===== config.mk =====
export PLATFORM = sky130hd
export DESIGN_NAME = ram512_ctrl
export DESIGN_NICKNAME = d
export VERILOG_FILES = /design/src/rtl/ram512_ctrl.sv
export SDC_FILE = /design/constraint.sdc
export NUM_CORES = 1
export LEC_CHECK = 0
export ABC_AREA = 0
export CORE_AREA = 2 2 70 72
export CTS_BUF_LIST = sky130_fd_sc_hd__clkbuf_8
export DETAILED_ROUTE_END_ITERATION = 10
export DIE_AREA = 0 0 72 74
export DONT_BUFFER_PORTS = 1
export PLACE_DENSITY = 0.73
export SETUP_SLACK_MARGIN = 0.15
export SKIP_LAST_GASP = 1
export SYNTH_ARGS = -nofsm -noshare
export SYNTH_HDL_FRONTEND = slang
export SYNTH_SLANG_ARGS = --single-unit

===== constraint.sdc =====
create_clock -name clk -period 3.3 [get_ports clk]
set_clock_uncertainty 0.15 [all_clocks]
set_input_delay 0.66 -clock clk [delete_from_list [all_inputs] [get_ports clk]]
set_output_delay 0.66 -clock clk [all_outputs]
set_load 0.1 [all_outputs]

===== src/rtl/ram512_ctrl.sv =====
// Two-requester arbiter in front of a single-port RAM, with a background zero-fill of every word.
// Grants are combinational in the request cycle; read data returns one cycle after the grant.

module ram512_ctrl #(
  parameter int DW = 16,
  parameter int AW = 9
) (
  input  logic          clk,
  input  logic          rst_n,
  input  logic          req0,
  input  logic          req1,
  input  logic          we0,
  input  logic          we1,
  input  logic [AW-1:0] addr0,
  input  logic [AW-1:0] addr1,
  input  logic [DW-1:0] wdata0,
  input  logic [DW-1:0] wdata1,
  output logic          gnt0,
  output logic          gnt1,
  output logic          rvalid0,
  output logic          rvalid1,
  output logic [DW-1:0] rdata,
  input  logic          clr_start,
  output logic          clr_busy,
  output logic [DW-1:0] ram_in,
  output logic [AW-1:0] ram_addr,
  output logic          ram_load,
  input  logic [DW-1:0] ram_out
);

  localparam int            CW   = AW + 1;
  localparam logic [CW-1:0] LAST = {1'b0, {AW{1'b1}}};

  typedef enum logic {SERVE = 1'b0, CLEAR = 1'b1} state_e;

  state_e        state_q, state_d;
  logic [CW-1:0] cnt_q, cnt_d;
  logic          ptr_q, ptr_d;
  logic [AW-1:0] addr_q;
  logic [DW-1:0] in_q;
  logic [DW-1:0] rdata_q;
  logic          rvalid0_q, rvalid1_q;
  logic          serve_en;
  logic          g0, g1;
  logic          rd_grant;

  always_ff @(posedge clk or negedge rst_n) begin
    if (!rst_n) begin
      state_q <= SERVE;
      cnt_q   <= '0;
    end else begin
      state_q <= state_d;
      cnt_q   <= cnt_d;
    end
  end

  // Grants are suppressed while reset is held, since they are purely combinational.
  always_comb begin
    state_d  = state_q;
    cnt_d    = cnt_q;
    serve_en = 1'b0;
    case (state_q)
      SERVE: begin
        if (clr_start) state_d = CLEAR;
        else           serve_en = rst_n;
      end
      CLEAR: begin
        if (cnt_q == LAST) begin
          state_d = SERVE;
          cnt_d   = '0;
        end else begin
          cnt_d = cnt_q + 1'b1;
        end
      end
      default: state_d = SERVE;
    endcase
  end

  always_comb begin
    g0    = 1'b0;
    g1    = 1'b0;
    ptr_d = ptr_q;
    if (serve_en) begin
      if (req0 && req1) begin
        g0 = ~ptr_q;
        g1 = ptr_q;
      end else begin
        g0 = req0;
        g1 = req1;
      end
    end
    if (g0)      ptr_d = 1'b1;
    else if (g1) ptr_d = 1'b0;
  end

  // Address and write data hold their last driven value when idle.
  always_comb begin
    ram_addr = addr_q;
    ram_in   = in_q;
    ram_load = 1'b0;
    if (state_q == CLEAR) begin
      ram_addr = cnt_q[AW-1:0];
      ram_in   = '0;
      ram_load = 1'b1;
    end else if (g0) begin
      ram_addr = addr0;
      ram_in   = wdata0;
      ram_load = we0;
    end else if (g1) begin
      ram_addr = addr1;
      ram_in   = wdata1;
      ram_load = we1;
    end
  end

  assign rd_grant = (g0 & ~we0) | (g1 & ~we1);

  always_ff @(posedge clk or negedge rst_n) begin
    if (!rst_n) begin
      ptr_q     <= 1'b0;
      addr_q    <= '0;
      in_q      <= '0;
      rdata_q   <= '0;
      rvalid0_q <= 1'b0;
      rvalid1_q <= 1'b0;
    end else begin
      ptr_q     <= ptr_d;
      addr_q    <= ram_addr;
      in_q      <= ram_in;
      rvalid0_q <= g0 & ~we0;
      rvalid1_q <= g1 & ~we1;
      if (rd_grant) rdata_q <= ram_out;
    end
  end

  assign gnt0     = g0;
  assign gnt1     = g1;
  assign rvalid0  = rvalid0_q;
  assign rvalid1  = rvalid1_q;
  assign rdata    = rdata_q;
  assign clr_busy = (state_q == CLEAR);

endmodule


==> summary.txt, run 1 <==
Detailed routing
  – Vias/cell: just over 6
  – WL per Instance: approximately 20 µm
  – Drt drc: 0
  – Drt total wl: 6760 µm
  – Pre-antenna DRT Iters: 4
  – 1st-iter DRT viols: 208
  – DRT antenna net count: 0
  – Total number of vias: around 2100

Floorplanning
  – Starting density of the core: 57.1%
  – Core Area: 0.00460 mm²
  – FP Rows: 25
  – Die Y: 74 µm
  – Die area: 0.00533 mm²
  – Die W: 72 µm
  – IO Pins: 120

Logic synthesis
  – Most instantiated cells after synthesis: nand2_1, dfrtp_1, nor2_1
  – Most numerous cell in the Yosys netlist: nand2_1
  – FFs w/ async S/R, synth: 100%
  – Synth warn: 0
  – Main area contributors after synthesis: dfrtp_1, nand2_1, mux2_4
  – Syn_area_per_cell: just over 10 µm²
  – Syn_nets: 332
  – Post-synth top flop: dfrtp_1
  – Area leader, netlist: dfrtp_1
  – Register bit count reported by yosys: 55
  – Post-Syn Instances: ~260
  – Count of different cell masters after synthesis: 34
  – Synthesized area: ~0.0026 mm²
  – Register area share after synthesis: a little over half
  – Post-synth EDFFs: 0
  – Share of the synthesized area in the top cell type: around 52%

Worst setup path
  – Worst path arrival time: roughly 2.5 ns
  – Worst r2r src: ptr_q
  – Critical Path Sink Type: output port
  – CP required: approximately 2.5 ns
  – Crit Path Class: reg -> out
  – R2R Setup Slk: 0.65 ns
  – Worst r2r path cells: 6
  – FF-to-FF End: rdata[2]
  – Worst-path fanout max: 4
  – Startpoint Class: flop

Timing
  – Final worst path period share: 99.1%
  – Final setup margin: approximately 0.031 ns
  – Slew @ Worst Pin: 1.12 ns
  – Hold Fails Final Rpt: 0
  – Slew HR: 25.4%
  – RSZ-0062 raised after global routing: true
  – Slew Viols, Final: 0
  – Setup-failing EPs final: 0
  – Post-Route Setup TNS: 0 ns
  – Max Clk Rate: 306 MHz
  – Tmin final: 3.27 ns

Placement
  – Placer congestion estimate: 0.801
  – Pre-CTS setup slack: 0.00201 ns
  – IO buf count: 0
  – Dpl hpwl: 4720 µm

Power and ir drop
  – Flop pwr share: 45.2%
  – Combinational power share: 32.1%
  – Clk pwr share: 22.7%
  – Peak supply drop: 0.320 mV
  – Pint: between 0.001 and 0.0015 W
  – PwrDens: between 500 and 600 mW/mm²
  – Psw: 0.000843 W
  – Leak pwr: 1.49 nW
  – Sw frac: 41.2%

Layout
  – Ratio of cells with drive above 1 in the final layout: between 30% and 40%
  – Nets: 359
  – # diodes: 0
  – Area Growth Syn to Fin: 38.7%

Clock tree
  – Clock Tree Buf Depth: 2
  – Clock latency on the worst-skew pair: roughly 0.3 ns
  – Clock transition at path regs: 0.10 ns
  – CTS Buf Count: 5
  – CTS tree: yes
  – # H-tree levels: 2
  – Clk Tree Root Cell: clkbuf_8
  – CTS sink count: 55

Global routing
  – Wire length of the first global-routing pass: 10600 µm
  – Vias in the first global route: 2206
  – Pin count of the biggest net entering global routing: 56
  – Antenna violations before repair: 0
  – GRT Total Usage: 25.8%
  – Grt total ovfl: 0

Status
  – Outcome: finished, final reports clean

Min path
  – Worst Hold Class: in -> async

Job
  – Max Cap Viol: 0
[layout make-up]
type                            count  area, µm²
Sequential cell                    55       1380
Inverter                            4       26.3
Timing Repair Buffer               39        447
Multi-Input combinational cell    180       1610
Tap cell                           54       67.6
Clock inverter                      2       35.0
Fill cell                         289        953
Clock buffer                        6       82.6
[worst max-delay path, cell delays in order, from the launching register on]
cell      delay [ns]
dfrtp_4         0.50
or3b_4          0.42
buf_4           0.16
nor3_4          0.11
a211oi_2        0.07
o31ai_4         0.89
[sequential cells by signal, summed over array words and instances (netlist names)]
| name | cells |
|---|---|
| rdata | 16 |
| clr_busy | 1 |
| in_q | 16 |
| rvalid0 | 1 |
| ptr_q | 1 |
| rvalid1 | 1 |
| addr_q | 9 |
| cnt_q | 10 |
[power by group through the flow]
| stage | clock network, W | registers (W) | logic, W |
|---|---|---|---|
| after floorplan | 0 | 0.000913 | 0.000537 |
| after global routing | 0.000497 | 0.000934 | 0.000693 |
| after global placement | 0 | 0.000935 | 0.000601 |
| after detailed placement | 0 | 0.000933 | 0.000613 |
| final | 0.000464 | 0.000924 | 0.000657 |
| after CTS | 0.000469 | 0.000923 | 0.000634 |
[worst max-delay path by stage]
stage             start     endpoint  slack, ns  depth (start not counted)
2_1_floorplan  clr_busy   ram_in[12]      -0.15                          8
3_3_place_gp      rst_n  ram_addr[4]       0.06                          4
3_5_place_dp      rst_n  ram_addr[4]      0.002                          4
4_1_cts        clr_busy  ram_addr[7]     -0.003                          5
5_1_grt        clr_busy  ram_addr[7]      -0.03                          5
6_report       clr_busy  ram_addr[4]       0.03                          5
[metrics by stage]
| step | total power, W | hold WS (ns) | cells | instance area [µm²] | utilization (%) |
|---|---|---|---|---|---|
| floorplan | 0.00145 | 0.214 | 258 | 3130 | - |
| global placement | 0.00154 | 0.215 | 326 | 3330 | 72.4 |
| detailed placement | 0.00155 | 0.216 | 326 | 3330 | 72.4 |
| CTS | 0.00203 | 0.0596 | 337 | 3510 | 76.3 |
| global route | 0.00212 | 0.0578 | 340 | 3640 | 79.3 |
| finish | 0.00205 | 0.0448 | 340 | 3640 | 79.3 |
[layer usage]
layer	part of all wire, %	track usage, %	wire length, µm
met5	0	0	0
met4	0.87	8.18	59
met3	7.7	7.32	518
met2	53	43.4	3610
met1	38	32.8	2570
[kinds of logic (layout without fill, tap and decap cells)]
logic type                 after synthesis  after routing  share of synthesized area [%]
DFF                                     55             55                           52.4
muxes                                   16             16                           8.29
buffers and inverters                   23             51                           4.81
AOI/OAI and AO/OA                       41             41                           12.3
adders and majority gates                1              1                          0.476
xor gates and xnor gates                 6              6                           2.00
and+or+nand+nor                        116            116                           19.8
[cells in the final DEF (no fill, tap or decap), types with 2 or more instances in the layout]
cell and count:
xnor2_1 5, mux2_2 6, a311oi_4 16, nor3_2 3, nand2_1 55, inv_1 2, nand3_1 2, nor3_4 3
buf_12 5, o21ai_0 2, nor2_1 32, clkbuf_8 6, nor3_1 5, a211oi_1 6, buf_6 15, buf_8 2
dfrtp_1 54, or3_1 2, buf_4 16, mux2_4 10, o31ai_4 9, a211oi_2 3, nand4_1 4
[what timing repair did]
action | 4_1_cts | 5_1_grt
endpoints found under the hold margin | 55 | 0
pin swaps | 3 | 5
setup endpoints to repair | 10 | 23
setup buffers | 2 | 3
hold buffers | 1 | 0
resized for setup | 5 | 28
gates cloned | 0 | 0
(Power assumes the default switching activity.)
==> run 2: changes to the inputs <==
CORE_AREA = 2 2 59 84   (was 2 2 70 72)
DIE_AREA = 0 0 61 86   (was 0 0 72 74)
PLACE_DENSITY = 0.74   (was 0.73)
==> summary.txt, run 2 (synthesis results as in run 1) <==
Timing
  – Slew HR: 25.8% (+0.38 points)
  – Final setup margin: 0.00529 ns (-0.0261 ns)
  – Tmin final: 3.29 ns (+0.0261 ns)
  – RSZ-0062 raised after global routing: true
  – Setup-failing EPs final: 0 (unchanged)
  – Hold Fails Final Rpt: 0 (unchanged)
  – Slew @ Worst Pin: 1.11 ns (-0.00572 ns)
  – Final worst path period share: 99.8% (+0.79 points)
  – Slew Viols, Final: 0 (unchanged)
  – Max Clk Rate: 304 MHz (-0.79%)

Clock tree
  – Clk Tree Root Cell: clkbuf_8
  – # H-tree levels: 2 (unchanged)
  – Clock Tree Buf Depth: 2 (unchanged)
  – CTS tree: yes
  – CTS Buf Count: 5 (unchanged)
  – CTS sink count: 55 (unchanged)
  – Clock latency on the worst-skew pair: 0.32 ns (+0.02 ns)
  – Clock transition at path regs: 0.11 ns (about the same)

Power and ir drop
  – Leak pwr: 1.44 nW (-2.8%)
  – Peak supply drop: 0.358 mV (+12%)
  – PwrDens: 547 mW/mm² (-2.6%)

Global routing
  – Vias in the first global route: 2092 (-5.2%)
  – GRT Total Usage: 26.4% (+0.54 points)
  – Pin count of the biggest net entering global routing: 56 (unchanged)
  – Wire length of the first global-routing pass: 10200 µm (-4.2%)
  – Antenna violations before repair: 0 (unchanged)
  – Grt total ovfl: 0 (unchanged)

Worst setup path
  – Worst-path fanout max: 7 (+3)
  – Worst Setup SP: clr_busy
  – Worst r2r src: ptr_q
  – CP required: 2.49 ns (about the same)
  – Critical Path Sink Type: output port
  – FF-to-FF End: rdata[13]
  – Crit Path Class: reg -> out
  – R2R Setup Slk: 0.75 ns (+0.10 ns)
  – Worst path arrival time: 2.48 ns (+0.02 ns)
  – Startpoint Class: flop
  – Worst r2r path cells: 6 (unchanged)

Placement
  – Pre-CTS setup slack: -0.00729 ns (-0.00930 ns)
  – Placer congestion estimate: 0.752 (-6.1%)
  – Placed cell area: 0.00332 mm² (-0.15%)
  – Dpl hpwl: 4560 µm (-3.4%)
  – IO buf count: 0 (unchanged)

Floorplanning
  – Die W: 61 µm (-15%)
  – IO Pins: 120 (unchanged)
  – FP Rows: 29 (+16%)
  – Die Y: 86 µm (+16%)
  – Starting density of the core: 58.9% (+1.7 points)
  – Die area: 0.00525 mm² (-1.5%)
  – Core Area: 0.00446 mm² (-2.9%)

Min path
  – Worst Hold Class: in -> async

Layout
  – Nets: 355 (-1.1%)
  – # diodes: 0 (unchanged)
  – Area Growth Syn to Fin: 35.8%
  – Ratio of cells with drive above 1 in the final layout: 36.2% (-1.2 points)
  – Final instance area: 0.00357 mm² (-2.1%)
  – Leading cell type in the layout, fill and taps excluded: nand2_1
  – Most frequent cells in the layout: nand2_1, dfrtp_1, nor2_1, a311oi_4, buf_6

Detailed routing
  – Drt drc: 0 (unchanged)
  – WL per Instance: 19.1 µm (-4.1%)
  – Pre-antenna DRT Iters: 5 (+1)
  – Vias/cell: 5.99 (-3.5%)
  – DRT antenna net count: 0 (unchanged)
  – Total number of vias: 2059 (-2.3%)
  – Drt total wl: 6560 µm (-3.0%)
  – 1st-iter DRT viols: 93 (-55%)

Job
  – Max Cap Viol: 0 (unchanged)

Status
  – Outcome: finished, final reports clean
-- run 2: metrics by stage --
step,power (W),util (%),hold slack (ns),cells,TNS [ns]
global route,0.00203,80.0,0.0312,344,-0.169
finish,0.00195,80.0,0.0343,344,0
floorplan,0.00145,-,0.214,258,-1.42
detailed placement,0.00153,74.5,0.215,332,-0.00729
global placement,0.00152,74.5,0.215,332,0
CTS,0.00195,78.4,0.0392,344,-0.00206
-- run 2: area by class of cell --
cell class | instances | area (µm²)
timing repair buffer | 35 | 395
clock inverter | 3 | 27.5
clock buffer | 5 | 68.8
sequential | 55 | 1380
tap | 62 | 77.6
multi-input combinational | 180 | 1590
fill | 273 | 895
inverter | 4 | 26.3
-- run 2: report_power, final --
| group | switching [W] | leakage (nW) | internal, W |
|---|---|---|---|
| clock network | 0.000245 | 0.0467 | 0.000158 |
| logic | 0.000457 | 0.668 | 0.000168 |
| registers | 0.000162 | 0.730 | 0.000762 |
-- run 2: how the worst max path moves through the flow --
stage / to / slack, ns / depth (start not counted)
floorplan: ram_in[12] / -0.15 / 8
global placement: ram_addr[3] / 0.04 / 4
detailed placement: ram_addr[5] / -0.007 / 4
CTS: ram_addr[6] / -0.002 / 5
global route: ram_addr[8] / -0.07 / 4
finish: ram_addr[6] / 0.005 / 5
-- run 2: worst max-delay path, stage by stage (launching register included) --
cell and delay (ns):
dfrtp_4 0.51, or3b_4 0.45, buf_4 0.17, nor3_4 0.11, a211oi_2 0.06, o31ai_4 0.86
-- run 2: what timing repair did --
item	in CTS	in global routing
pin swaps	6	2
setup buffers	3	0
resized for setup	7	20
hold buffers	1	0
hold endpoints to repair	55	0
endpoints found under the setup margin	9	23
-- run 2: metal layers --
metal | up-vias | track usage, % | part of all wire (%)
met5 | - | 0 | 0
met2 | 89 | 43.9 | 54
met1 | 1005 | 31.8 | 37
met3 | 9 | 8.45 | 7.7
met4 | 0 | 8.30 | 1.5
li1 | 956 | - | -
==> run 3: changes to the inputs <==
--- a/constraint.sdc
+++ b/constraint.sdc
@@ -4,2 +4,2 @@
 set_output_delay 0.66 -clock clk [all_outputs]
-set_load 0.1 [all_outputs]
+set_load 0.02 [all_outputs]
==> summary.txt, run 3 (synthesis results as in run 1) <==
Status
  – Outcome: finished, final reports clean

Layout
  – Area occupied by multi-input gates: 0.00112 mm² (-29%)
  – Fillers: 371 (+36%)
  – Most frequent cells in the layout: nand2_1, dfrtp_1, buf_4, nor2_1, a311oi_1
  – Leading cell type in the layout, fill and taps excluded: nand2_1
  – Fin cells: 343 (-0.29%)
  – Ratio of cells with drive above 1 in the final layout: 22.4% (-14 points)
  – Core Util, Final: 66.4% (-14 points)
  – Area Growth Syn to Fin: 12.7%
  – # diodes: 0 (unchanged)
  – Register Area: 0.00138 mm² (-0.27%)
  – Nets: 354 (-0.28%)

Detailed routing
  – WL per Instance: 17.1 µm (-10%)
  – Drt total wl: 5880 µm (-10%)
  – 1st-iter DRT viols: 94 (+1.1%)
  – Drt drc: 0 (unchanged)
  – DRT antenna net count: 0 (unchanged)
  – Pre-antenna DRT Iters: 4 (-1)
  – Vias/cell: 5.74 (-4.0%)
  – Total number of vias: 1970 (-4.3%)

Worst setup path
  – Startpoint Class: flop
  – CP Cell Sequence: or3b_2, nor3_1, a211oi_1, o31ai_1, buf_4
  – Critical Path Sink Type: output port
  – CP max stage delay: 0.60 ns (-0.26 ns)
  – CP required: 2.49 ns (about the same)
  – CP max-delay cell: or3b_2
  – Worst path arrival time: 2.14 ns (-0.34 ns)
  – Worst-path fanout max: 9 (+2)
  – Crit Path Class: reg -> out

Clock tree
  – Clock transition at path regs: 0.10 ns (about the same)
  – # H-tree levels: 2 (unchanged)
  – Clock latency on the worst-skew pair: 0.31 ns (about the same)
  – CTS sink count: 55 (unchanged)
  – CTS Buf Count: 5 (unchanged)
  – CTS tree: yes
  – Clk Tree Root Cell: clkbuf_8
  – Clock Tree Buf Depth: 2 (unchanged)
  – Cells resized by post-CTS repair: 0 (-7)
  – Total setup buffers inserted after CTS: 0 (-3)

Timing
  – Setup-failing EPs final: 0 (unchanged)
  – Slew HR: 54.0% (+28 points)
  – RSZ-0062 raised after global routing: false
  – Slew Viols, Final: 0 (unchanged)
  – Max Clk Rate: 338 MHz (+12%)
  – Final worst path period share: 89.5% (-10 points)
  – Tmin final: 2.95 ns (-0.340 ns)
  – Post-Route Setup TNS: 0 ns (unchanged)
  – Slew @ Worst Pin: 0.684 ns (-0.429 ns)
  – Hold Fails Final Rpt: 0 (unchanged)

Floorplanning
  – Core Area: 0.00446 mm² (unchanged)
  – Die W: 61 µm (unchanged)
  – Die Y: 86 µm (unchanged)
  – Starting density of the core: 58.9% (unchanged)
  – FP Rows: 29 (unchanged)
  – Die area: 0.00525 mm² (unchanged)
  – IO Pins: 120 (unchanged)

Global routing
  – Wire length of the first global-routing pass: 9160 µm (-10%)
  – Pin count of the biggest net entering global routing: 56 (unchanged)
  – Grt total ovfl: 0 (unchanged)
  – Vias in the first global route: 1958 (-6.4%)
  – GRT Total Usage: 23.4% (-3.0 points)
  – Antenna violations before repair: 0 (unchanged)

Power and ir drop
  – Leak pwr: 1.36 nW (-6.0%)
  – PwrDens: 522 mW/mm² (-4.5%)
  – Peak supply drop: 0.289 mV (-19%)

Min path
  – Worst Hold Class: in -> async

Placement
  – Dpl hpwl: 4160 µm (-8.8%)
  – Placer congestion estimate: 0.895 (+19%)
  – IO buf count: 0 (unchanged)
  – Placed Cells: 334 (+0.60%)

Job
  – Max Cap Viol: 0 (unchanged)
-- run 3: cell types whose count changed in the layout (fill, tap and decap cells not counted), moves of 4 or more --
| cell | change |
|---|---|
| a311oi_1 | +16 |
| o31ai_4 | -9 |
| o31ai_1 | +9 |
| a311oi_4 | -16 |
| nor3_1 | +4 |
| buf_4 | +20 |
| buf_6 | -16 |
-- run 3: final timing paths --
check / start / to / slack (ns) / cells after the start
setup / recovery: clr_busy / ram_addr[6] / 0.35 / 5
hold / removal: rst_n / rdata[12] / 0.04 / 1
setup reg to reg: ptr_q / rdata[1] / 1.19 / 6
hold reg to reg: cnt_q[4] / cnt_q[4] / 0.35 / 1
max in group asynchronous: rst_n / clr_busy / 2.71 / 1
min in group clk: we1 / rvalid1 / 0.25 / 1
-- run 3: critical path, delay by kind of cell (launching register included) --
| family | cells | cell delay (ns) |
|---|---|---|
| AOI/OAI and AO/OA | 2 | 0.31 |
| buffers and inverters | 1 | 0.19 |
| and+or+nand+nor | 2 | 0.90 |
| DFF | 1 | 0.44 |
-- run 3: per-stage QoR --
stage	hold WS [ns]	total power (W)	area (µm²)	worst slack, ns
after floorplan	0.214	0.00106	2630	0.215
after global placement	0.215	0.00116	2840	0.513
after detailed placement	0.216	0.00117	2840	0.491
after CTS	0.0461	0.00156	2960	0.344
after global routing	0.0337	0.00163	2960	0.155
final	0.0372	0.00155	2960	0.346
-- run 3: layout make-up --
cell class / instances / area share [%]
Multi-Input combinational cell: 180 / 38.0
Inverter: 4 / 0.507
Sequential cell: 55 / 46.5
Clock buffer: 5 / 2.32
Timing Repair Buffer: 34 / 9.29
Clock inverter: 3 / 0.803
Tap cell: 62 / 2.62
-- run 3: what timing repair did --
item | CTS | global route
endpoints found under the setup margin | 0 | 0
endpoints found under the hold margin | 55 | 0
hold buffers | 1 | 0
-- run 3: layer usage --
metal  part of all wire [%]  wire length (µm)  up-vias  track usage [%]
met1                     40              2330      923             30.1
met2                     50              2940       92             36.8
li1                       -                 -      945                -
met4                    1.9               110        0             9.09
met3                    8.5               499       10             6.79
met5                      0                 0        -                0
-- run 3: report_power, final --
part	internal, W	total (W)	switching, W
Combinational	0.000145	0.000318	0.000173
Sequential	0.000763	0.000853	0.0000900
Clock	0.000152	0.000376	0.000224
Total	0.00106	0.00155	0.000486
